**src/rtl/timer_multi_ch.sv**
```systemverilog
// timer_multi_ch
//   N_CH independent up/down counters sharing one free-running prescaler and
//   one zero-wait-state APB slave. Each channel has four registers:
//     0 TDR  (RW, DW bits)  reload / load value
//     1 TCR  (RW, [7:0])    [7] load, [6] auto-reload, [5] count down,
//                           [4] enable, [3] irq enable, [1:0] clock select
//                           (bit 2 reserved, reads 0)
//     2 TSR  (RW1C, [1:0])  [0] OVF, [1] UDF
//     3 TCNT (RO, DW bits)  live count
//   Ports:
//     clk, rst        clock and synchronous active-high reset
//     psel, penable,  APB control; paddr[7:2] selects the channel,
//     pwrite, paddr   paddr[1:0] selects the register
//     pwdata/prdata   write / read data (prdata is 0 outside read access)
//     pready          high in every access phase (no wait states)
//     pslverr         high in an access phase to an unmapped channel
//     irq[N_CH]       level interrupt, TCR[3] & (OVF | UDF)
module timer_multi_ch #(
  parameter int N_CH = 4,
  parameter int DW   = 8
) (
  input  logic            clk,
  input  logic            rst,
  input  logic            psel,
  input  logic            penable,
  input  logic            pwrite,
  input  logic [7:0]      paddr,
  input  logic [DW-1:0]   pwdata,
  output logic [DW-1:0]   prdata,
  output logic            pready,
  output logic            pslverr,
  output logic [N_CH-1:0] irq
);

  localparam logic [1:0]    REG_TDR  = 2'd0;
  localparam logic [1:0]    REG_TCR  = 2'd1;
  localparam logic [1:0]    REG_TSR  = 2'd2;
  localparam logic [1:0]    REG_TCNT = 2'd3;
  localparam logic [7:0]    TCR_MASK = 8'hFB;
  localparam logic [5:0]    NCH      = 6'(N_CH);
  localparam logic [DW-1:0] ONE      = DW'(1);

  logic [DW-1:0] tdr  [N_CH];
  logic [7:0]    tcr  [N_CH];
  logic [1:0]    tsr  [N_CH];
  logic [DW-1:0] tcnt [N_CH];
  logic [3:0]    psc;

  logic          access;
  logic [5:0]    ch_sel;
  logic [1:0]    reg_sel;
  logic          mapped;

  logic [N_CH-1:0] tick;
  logic [N_CH-1:0] ovf;
  logic [N_CH-1:0] udf;
  logic [N_CH-1:0] we;
  logic [DW-1:0]   cnt_nxt [N_CH];
  logic [1:0]      w1c     [N_CH];

  assign access  = psel & penable;
  assign ch_sel  = paddr[7:2];
  assign reg_sel = paddr[1:0];
  assign mapped  = (ch_sel < NCH);

  // Per-channel next state. Everything here looks only at the current
  // (pre-write) TCR, so a TCR write and a tick on the same edge behave as
  // if the tick came first.
  always_comb begin
    tick = '0;
    ovf  = '0;
    udf  = '0;
    we   = '0;
    for (int unsigned c = 0; c < N_CH; c++) begin
      cnt_nxt[c] = tcnt[c];
      w1c[c]     = 2'b00;

      case (tcr[c][1:0])
        2'd0:    tick[c] = psc[0];
        2'd1:    tick[c] = &psc[1:0];
        2'd2:    tick[c] = &psc[2:0];
        default: tick[c] = &psc;
      endcase

      if (tcr[c][7]) begin
        cnt_nxt[c] = tdr[c];
      end else if (tcr[c][4] && tick[c]) begin
        if (tcr[c][5]) begin
          if (tcnt[c] == '0) begin
            udf[c]     = 1'b1;
            cnt_nxt[c] = tcr[c][6] ? tdr[c] : '1;
          end else begin
            cnt_nxt[c] = tcnt[c] - ONE;
          end
        end else begin
          if (tcnt[c] == '1) begin
            ovf[c]     = 1'b1;
            cnt_nxt[c] = tcr[c][6] ? tdr[c] : '0;
          end else begin
            cnt_nxt[c] = tcnt[c] + ONE;
          end
        end
      end

      we[c] = access & pwrite & (ch_sel == 6'(c));
      if (we[c] && reg_sel == REG_TSR) begin
        w1c[c] = pwdata[1:0];
      end
    end
  end

  always_ff @(posedge clk) begin
    if (rst) begin
      psc <= '0;
      for (int unsigned c = 0; c < N_CH; c++) begin
        tdr[c]  <= '0;
        tcr[c]  <= '0;
        tsr[c]  <= '0;
        tcnt[c] <= '0;
      end
    end else begin
      psc <= psc + 4'd1;
      for (int unsigned c = 0; c < N_CH; c++) begin
        if (we[c] && reg_sel == REG_TDR) begin
          tdr[c] <= pwdata;
        end
        if (we[c] && reg_sel == REG_TCR) begin
          tcr[c] <= pwdata[7:0] & TCR_MASK;
        end
        // Clear first, then OR in the hardware set so a same-edge set wins.
        tsr[c]  <= (tsr[c] & ~w1c[c]) | {udf[c], ovf[c]};
        tcnt[c] <= cnt_nxt[c];
      end
    end
  end

  always_comb begin
    prdata  = '0;
    pready  = access;
    pslverr = access & ~mapped;
    if (access && !pwrite) begin
      for (int unsigned c = 0; c < N_CH; c++) begin
        if (ch_sel == 6'(c)) begin
          case (reg_sel)
            REG_TDR:  prdata = tdr[c];
            REG_TCR:  prdata = DW'(tcr[c]);
            REG_TSR:  prdata = DW'(tsr[c]);
            REG_TCNT: prdata = tcnt[c];
            default:  prdata = '0;
          endcase
        end
      end
    end
  end

  always_comb begin
    for (int unsigned c = 0; c < N_CH; c++) begin
      irq[c] = tcr[c][3] & (|tsr[c]);
    end
  end

endmodule

```
**config.mk**
```make
export PLATFORM = sky130hd
export DESIGN_NAME = timer_multi_ch
export DESIGN_NICKNAME = d
export VERILOG_FILES = /design/src/rtl/timer_multi_ch.sv
export SDC_FILE = /design/constraint.sdc
export NUM_CORES = 1
export LEC_CHECK = 0
export BUFFER_PORTS_ARGS = -buffer_cell sky130_fd_sc_hd__buf_2
export CAP_MARGIN = 20
export CORE_UTILIZATION = 30
export DETAILED_ROUTE_END_ITERATION = 7
export PLACE_DENSITY_LB_ADDON = 0.08
export SLEW_MARGIN = 5
export SYNTH_ARGS = -nofsm -noshare
export SYNTH_HDL_FRONTEND = slang
export SYNTH_SLANG_ARGS = --single-unit
```
**constraint.sdc**
```tcl
create_clock -name clk -period 6 [get_ports clk]
set_clock_uncertainty 0.05 [all_clocks]
set_input_delay 1.2 -clock clk [delete_from_list [all_inputs] [get_ports clk]]
set_output_delay 1.2 -clock clk [all_outputs]
set_load 0.01 [all_outputs]
```
==> results of run 1 <==
-- cell type report --
class | instances | area, µm²
timing repair buffer | 40 | 207.7
clock inverter | 6 | 91.34
tap | 330 | 412.9
inverter | 28 | 105.1
multi-input combinational | 696 | 4591
sequential | 104 | 2683
fill | 2679 | 16850
clock buffer | 10 | 239.0
antenna | 1 | 2.502
-- worst paths after layout --
| kind | from | to | slack, ns | cells after the start |
|---|---|---|---|---|
| worst min register to register | tsr[0][1] | tsr[0][1] | 0.44 | 2 |
| worst max-delay path | paddr[1] | prdata[0] | 1.24 | 7 |
| worst max register to register | psc[0] | tcnt[0][14] | 3.17 | 7 |
| worst min-delay path | tsr[0][1] | tsr[0][1] | 0.44 | 2 |
-- through the flow --
step	util	power, W	std cells	hold slack [ns]	setup slack (ns)
detailed placement	0.3171	0.001292	1195	0.4344	1.256
global placement	0.3168	0.001298	1194	0.4291	1.326
global route	0.3308	0.002053	1214	0.4709	1.057
CTS	0.3302	0.001968	1211	0.4466	1.236
finish	0.3309	0.001954	1215	0.4431	1.243
floorplan	-	0.001166	904	0.4029	2.242
-- flip-flops by register name, indices dropped and copies added, names as in the netlist --
name  cells
tcnt     32
tdr      32
tcr      28
tsr       8
psc       4
-- critical path, cell delays in order --
cell and delay [ns]:
buf_2 0.52, and2_1 0.85, a21oi_1 0.16, o22ai_1 0.16, a21oi_1 0.06, o311a_1 0.39
buf_2 0.15
-- power breakdown --
part / leakage, nW / switching [W] / internal (W)
registers: 0.932 / 0.000119 / 0.000797
clock network: 0.151 / 0.000294 / 0.000379
logic: 1.92 / 0.000216 / 0.000148
-- cell families after synthesis --
logic type                 count (synthesis)
and+or+nand+nor                          351
muxes                                     44
adders and majority gates                 14
DFF                                      104
buffers and inverters                    104
AOI/OAI and AO/OA                        260
xor gates and xnor gates                  27
-- placed cells by master, fill, tap and decap left out, types with 16 or more instances in the layout --
cell      Yosys  routed
nand3_1      34      34
xor2_1       17      17
dfxtp_1      44      44
a311oi_1     17      17
inv_1        27      27
edfxtp_1     60      60
and2_1       67      67
buf_2        21      37
a31oi_1      24      24
nor3_1       16      16
o21ai_0      55      55
nor2_1       69      69
a21oi_1      59      59
nand2_1      64      64
mux2i_1      36      36
-- per-layer routing --
layer / vias to the layer above / GRT usage
met5: - / 0
met4: 0 / 0.07633
met3: 42 / 0.02215
met2: 246 / 0.3458
met1: 3422 / 0.2968
li1: 3315 / -
==> metrics.txt, run 1 <==
status complete, no violations; slew at the pin closest to its max-slew limit 1.045 ns; largest area contributor in the netlist edfxtp_1; layout cells sized above 1 0.09615; Seq/Total Area, Yosys 0.3478; count leader, synth nor2_1; Post-Route WL 27670 µm; Max Slew Vio Count 0; element type at the critical path end output port; mux cell area share after synthesis 0.06424; DP Area 7984 µm²; adder-cell share of the synthesized area 0.02271; Syn Nets 939; Cells after Synth 904; final hold vios 0; post_cts resized 0; met3 WL 1519 µm; data required time at the worst endpoint 4.75 ns; hold_buf cts 0; postcts setup bufs 0; Peak Freq 210.2 MHz; leak pwr 3.006 nW; M1 WL 12640 µm; Initial Utilization 0.3063; Root Driver clkbuf_16; Global Route Usage Sum 0.2146; fin crit period 4.757 ns; Compound-Gate Fraction of Synth Area 0.2262; critical path type primary input to output port; Worst setup SP type primary input; Post-synth EDFFs 60; routed len/inst 22.77 µm; maximum vdd drop 0.0001036 V; final setup fails 0; first-pass GRT wire length 42410 µm; Ys Warns 0; CTS sink count 104; # DRC 0; Avg Inst Size Synth 8.531 µm²; vias in the first global route 6818; Unique masters post-synth 78; Final #Nets 914; Met2 Routed Length 12840 µm; top sig layer met4; synthesized flop and latch total 104; clock-pin transition on the worst setup and hold timing paths 0.07 ns; XOR/XNOR Fraction of Synth Area 0.03066; RSZ-0062 raised after global routing false; P per Cell Area 234.5 nW/µm²; initial antenna violation count 3; drt pass-1 iters 5; FP Rows 58; Post-synth top cells nor2_1, and2_1, nand2_1; worst hold path class register to register; post-synth top area share 0.2336; area of the die 26350 µm²; DP HPWL 19440 µm; final RePlAce weighted congestion 0.8389; Post-Syn Area 7712 µm²; CTS tree built; Synth area leaders edfxtp_1, dfxtp_1, and2_1; grt total ovfl 0; WP data arrival 3.51 ns; Inserted Clock Buffers 9; vias per inst 5.782; synth-to-layout area growth 8.030%; post-route ant nets 0; Setup TNS 0 ns; main combinational cell family by area after synthesis simple AND/OR/NAND/NOR gates; IO Count 35; Port Buf Inserts 34; # H-tree levels 3; Core ar. 25180 µm²; Synth async-reset ratio 0; vias 7025; Main synth FF type edfxtp_1; max cap viols 0; simple-gate share of the synthesized area 0.2515; worst-path fanout max 35; clock insertion delay at the later pin of the skew report 0.36 ns; post-route cell area 8332 µm²; Rel. slew slack 0.2963; largest net degree at the start of global routing 42; Iteration-0 DRC Markers 737; CTS Buffer Depth 2; die width 162.3 µm; Final period util 0.7929; die height 162.3 µm
Note: power is estimated with default switching activity, not from simulation.
==> run 2, diff against run 1 <==
==> constraint.sdc (replaced) <==
create_clock -name clk -period 4.4 [get_ports clk]
set_clock_uncertainty 0.05 [all_clocks]
set_input_delay 0.88 -clock clk [delete_from_list [all_inputs] [get_ports clk]]
set_output_delay 0.88 -clock clk [all_outputs]
set_load 0.01 [all_outputs]
==> run 2 against run 1 <==
  * Utilization increased by 0.17 points
  * Die area unchanged
  * Final cell count increased by 0.74%
  * Clock-buffer cell count decreased by 1
  * First-iteration DRC count decreased by 10%
  * Sequential cell count unchanged
  * Sequential share of layout area decreased by 0.16 points
  * Wire length increased by 1.6%
  * Critical path depth unchanged
  * Non-clock buffer count increased by 9
  * Setup slack got worse by 0.63 ns
  * Cell area increased by 0.51%
  * Critical path type unchanged
  * Largest power group unchanged
==> metrics.txt, run 2 (same netlist as run 1, synthesis figures left out) <==
status complete, no violations; RR Startpoint psc[0]; Reg area 2683 µm² (unchanged); worst-path fanout max 21 (-40%); flop-to-flop setup slack 1.57 ns (-1.60 ns); grt total ovfl 0 (unchanged); worst hold path class register to register; Inserted Clock Buffers 9 (unchanged); Global Route Usage Sum 0.2171 (+0.002527); reg2reg end tcnt[0][14]; worst r2r path cells 7 (unchanged); Initial Utilization 0.3063 (unchanged); area of the multi-input gates 4591 µm² (unchanged); die width 162.3 µm (unchanged); final core utilization 0.3326 (+0.001689); vias 6986 (-0.56%); slew at the pin closest to its max-slew limit 0.7647 ns (-0.2799 ns); clock-pin transition on the worst setup and hold timing paths 0.07 ns (about the same); element type at the critical path end output port; Filler Cell Count 2648 (-1.2%); Final period util 0.8597; CTS Buffer Depth 2 (unchanged); first-pass GRT wire length 42430 µm (about the same); Port Buf Inserts 34 (unchanged); # H-tree levels 3 (unchanged); DP HPWL 19870 µm (+2.2%); FP Rows 58 (unchanged); final hold vios 0 (unchanged); WP data arrival 2.85 ns (-0.66 ns); CTS sink count 104 (unchanged); Final #Nets 923 (+0.98%); post_cts resized 0 (unchanged); area of the die 26350 µm² (unchanged); synth-to-layout area growth 8.582%; max cap viols 0 (unchanged); commonest non-fill, non-tap cells in the layout nor2_1, and2_1, nand2_1; drt pass-1 iters 5 (unchanged); data required time at the worst endpoint 3.47 ns (-1.28 ns); Core ar. 25180 µm² (unchanged); Worst setup SP type primary input; Max Slew Vio Count 0 (unchanged); commonest non-fill, non-tap cell in the layout nor2_1; final setup fails 0 (unchanged); CTS tree built; final RePlAce weighted congestion 0.8457 (+0.81%); routed len/inst 22.96 µm (+0.81%); hold_buf cts 0 (unchanged); layout cells sized above 1 0.1041 (+0.007989); critical path type primary input to output port; Post-Route WL 28100 µm (+1.6%); vias per inst 5.708 (-1.3%); die height 162.3 µm (unchanged); postcts setup bufs 0 (unchanged); worst setup path endpoint prdata[0]; fin crit period 3.783 ns; # DRC 0 (unchanged); Rel. slew slack 0.4902 (+0.1939); maximum vdd drop 0.0002049 V (+98%); IO Count 35 (unchanged); vias in the first global route 6668 (-2.2%); P per Cell Area 311.0 nW/µm² (+33%); RSZ-0062 raised after global routing false; post-route ant nets 0 (unchanged); CP startpoint paddr[1]; Peak Freq 264.4 MHz; Min Hold Slack 0.4506 ns (+0.007461 ns); Setup TNS 0 ns (unchanged); Iteration-0 DRC Markers 663 (-10%); leak pwr 3.045 nW (+1.3%); Top Registers tcnt: 32 flops, tdr: 32 flops, tcr: 28 flops; initial antenna violation count 3 (unchanged); Root Driver clkbuf_16; Hold Crit Start tsr[1][0]; largest net degree at the start of global routing 42 (unchanged); clock insertion delay at the later pin of the skew report 0.37 ns (about the same)
-- run 2: changes by cell type in the layout (fill, tap and decap cells not counted), moves of 2 or more --
cell / change
clkinvlp_4: -2
clkinv_4: +3
buf_2: -3
buf_4: +12
-- run 2: per-stage QoR --
step / worst slack (ns) / area, µm² / power [W] / std cells
floorplan: 1.282 / 7712 / 0.001590 / 904
global placement: 0.7202 / 8074 / 0.001780 / 1207
detailed placement: 0.6308 / 8074 / 0.001770 / 1207
CTS: 0.6364 / 8372 / 0.002612 / 1223
global route: 0.4650 / 8372 / 0.002712 / 1223
finish: 0.6172 / 8374 / 0.002604 / 1224
-- run 2: worst min path at each step --
stage | endpoint | slack, ns | cells after the start
6_report | tsr[1][0] | 0.45 | 2
2_1_floorplan | psc[0] | 0.40 | 1
3_3_place_gp | tsr[1][0] | 0.43 | 2
4_1_cts | tsr[1][1] | 0.45 | 2
3_5_place_dp | tsr[1][1] | 0.44 | 2
5_1_grt | tsr[3][0] | 0.49 | 2
-- run 2: area by class of cell --
cell class                 instances  share of cell area
sequential                       104              0.3203
antenna                            1           0.0002988
multi-input combinational        696              0.5482
clock inverter                     7            0.008666
clock buffer                       9             0.02689
inverter                          28             0.01255
tap                              330             0.04931
timing repair buffer              49             0.03377
-- run 2: critical path: stages --
cell     delay, ns
buf_2         0.31
and2_1        0.69
a21oi_1       0.16
o22ai_1       0.19
a21oi_1       0.06
o311a_1       0.39
buf_2         0.16
-- run 2: where the power goes --
group / total [W] / switching [W] / leakage [nW] / internal [W]
sequential: 0.00125 / 0.000163 / 0.932 / 0.00109
combinational: 0.000504 / 0.000296 / 1.97 / 0.000208
clock: 0.000851 / 0.000409 / 0.143 / 0.000443
total: 0.00260 / 0.000867 / 3.04 / 0.00174
-- run 2: per-layer routing --
layer | routed length [µm] | global-route usage
met4 | 731 | 0.07676
met5 | 0 | 0
met1 | 12860 | 0.2916
met2 | 13280 | 0.3582
met3 | 1225 | 0.02546
==> run 3, diff against run 2 <==
--- a/config.mk
+++ b/config.mk
@@ -7,7 +7,7 @@
 export LEC_CHECK = 0
 export BUFFER_PORTS_ARGS = -buffer_cell sky130_fd_sc_hd__buf_2
 export CAP_MARGIN = 20
-export CORE_UTILIZATION = 30
+export CORE_UTILIZATION = 25
 export DETAILED_ROUTE_END_ITERATION = 7
 export PLACE_DENSITY_LB_ADDON = 0.08
 export SLEW_MARGIN = 5
==> run 3 against run 2 <==
  * Register-to-register slack better by 0.04 ns
  * Power about the same
  * Final cell count is 4.9% higher
  * First-iteration DRC count down 19%
  * Combinational power hardly changed
  * Sequential cell count unchanged
  * Sequential power about the same
  * Utilization is 5.2 points lower
==> metrics.txt, run 3 (same netlist as run 1, synthesis figures left out) <==
maximum vdd drop 0.0001381 V (-33%); P per Cell Area 308.4 nW/µm² (-0.83%); Power, Total 0.002602 W (about the same); Core ar. 30030 µm² (+19%); Iteration-0 DRC Markers 534 (-19%); final hold vios 0 (unchanged); area of the die 31560 µm² (+20%); die width 177.6 µm (+9.4%); Root Driver clkbuf_16; critical path type primary input to output port; postcts setup bufs 0 (unchanged); IO Count 35 (unchanged); vias in the first global route 6624 (-0.66%); hold_buf cts 0 (unchanged); grt total ovfl 0 (unchanged); CTS tree built; data required time at the worst endpoint 3.47 ns (about the same); drt pass-1 iters 5 (unchanged); layout cells sized above 1 0.1043 (+0.0001168); vias 6964 (-0.31%); Worst setup SP type primary input; post_cts resized 0 (unchanged); FP Rows 63 (+8.6%); routed len/inst 23.17 µm (+0.92%); Setup TNS 0 ns (unchanged); # DRC 0 (unchanged); die height 177.6 µm (+9.4%); DP HPWL 21080 µm (+6.1%); Post-Route WL 29750 µm (+5.9%); element type at the critical path end output port; clock insertion delay at the later pin of the skew report 0.37 ns (about the same); slew at the pin closest to its max-slew limit 0.8677 ns (+0.1031 ns); Min Hold Slack 0.4431 ns (-0.007514 ns); CTS Buffer Depth 2 (unchanged); clock-pin transition on the worst setup and hold timing paths 0.08 ns (about the same); Global Route Usage Sum 0.1941 (-0.02304); worst hold path class register to register; Inserted Clock Buffers 9 (unchanged); Top Registers tcnt: 32 flops, tdr: 32 flops, tcr: 28 flops; Peak Freq 269.1 MHz (+1.8%); Rel. slew slack 0.4176 (-0.07261); Port Buf Inserts 34 (unchanged); Final #Nets 922 (-0.11%); leak pwr 3.039 nW (-0.19%); Initial Utilization 0.2568 (-0.04947); area of the multi-input gates 4591 µm² (unchanged); final setup fails 0 (unchanged); first-pass GRT wire length 45040 µm (+6.2%); commonest non-fill, non-tap cell in the layout nor2_1; vias per inst 5.424 (-5.0%); largest net degree at the start of global routing 25 (-40%); final RePlAce weighted congestion 0.7921 (-6.3%); WP data arrival 2.79 ns (-0.06 ns); Reg area 2683 µm² (unchanged); fin crit period 3.716 ns (-0.06672 ns); RSZ-0062 raised after global routing false; # H-tree levels 3 (unchanged); initial antenna violation count 3 (unchanged); synth-to-layout area growth 9.409%; flop-to-flop setup slack 1.61 ns (+0.04 ns); post-route ant nets 0 (unchanged); Filler Cell Count 3216 (+21%); commonest non-fill, non-tap cells in the layout nor2_1, and2_1, nand2_1; Final period util 0.8446 (-0.01516); status complete, no violations; CTS sink count 104 (unchanged); worst-path fanout max 23 (+9.5%); Max Slew Vio Count 0 (unchanged); max cap viols 0 (unchanged)
==> run 3: path summary, 6_finish.rpt <==
path,start,cells past startpoint,endpoint
min,tsr[1][0],2,tsr[1][0]
max,paddr[0],7,prdata[2]
min reg2reg,tsr[1][0],2,tsr[1][0]
max reg2reg,psc[0],7,tcnt[0][14]
==> run 3: stage by stage <==
step,util,std cells,setup WS (ns),instance area [µm²]
3_3_place_gp,0.2711,1266,0.7236,8142
5_1_grt,0.2808,1282,0.5663,8433
2_1_floorplan,-,904,1.282,7712
3_5_place_dp,0.2711,1266,0.6436,8142
4_1_cts,0.2808,1282,0.6413,8433
6_report,0.2810,1284,0.6839,8438
==> run 3: worst max-delay path, cell delays in order <==
cell and delay [ns]:
buf_2 0.45, and2_1 0.36, buf_4 0.30, a22oi_1 0.12, a21oi_1 0.25, o221a_2 0.26
buf_2 0.14
==> run 3: layout make-up <==
type / count / area share
multi-input cells: 696 / 0.5440
flip-flops and latches: 104 / 0.3179
well taps: 390 / 0.05783
repair buffers: 48 / 0.03262
clock buffers: 11 / 0.02995
inverters: 28 / 0.01246
clock inverters: 5 / 0.004597
diodes: 2 / 0.0005931
==> run 3: where the power goes <==
group | total (W) | internal, W | leakage (nW) | switching (W)
clock | 0.000843 | 0.000421 | 0.143 | 0.000422
combinational | 0.000505 | 0.000208 | 1.96 | 0.000297
sequential | 0.00125 | 0.00109 | 0.932 | 0.000168
==> run 3: routing by layer <==
layer,share of wire,wire (µm),vias to the layer above,track usage
met3,0.036,1078,24,0.02164
met4,0.011,335,2,0.04487
li1,-,-,3335,-
met5,0.00027,8,-,0
met2,0.47,14020,163,0.3132
met1,0.48,14310,3440,0.2751
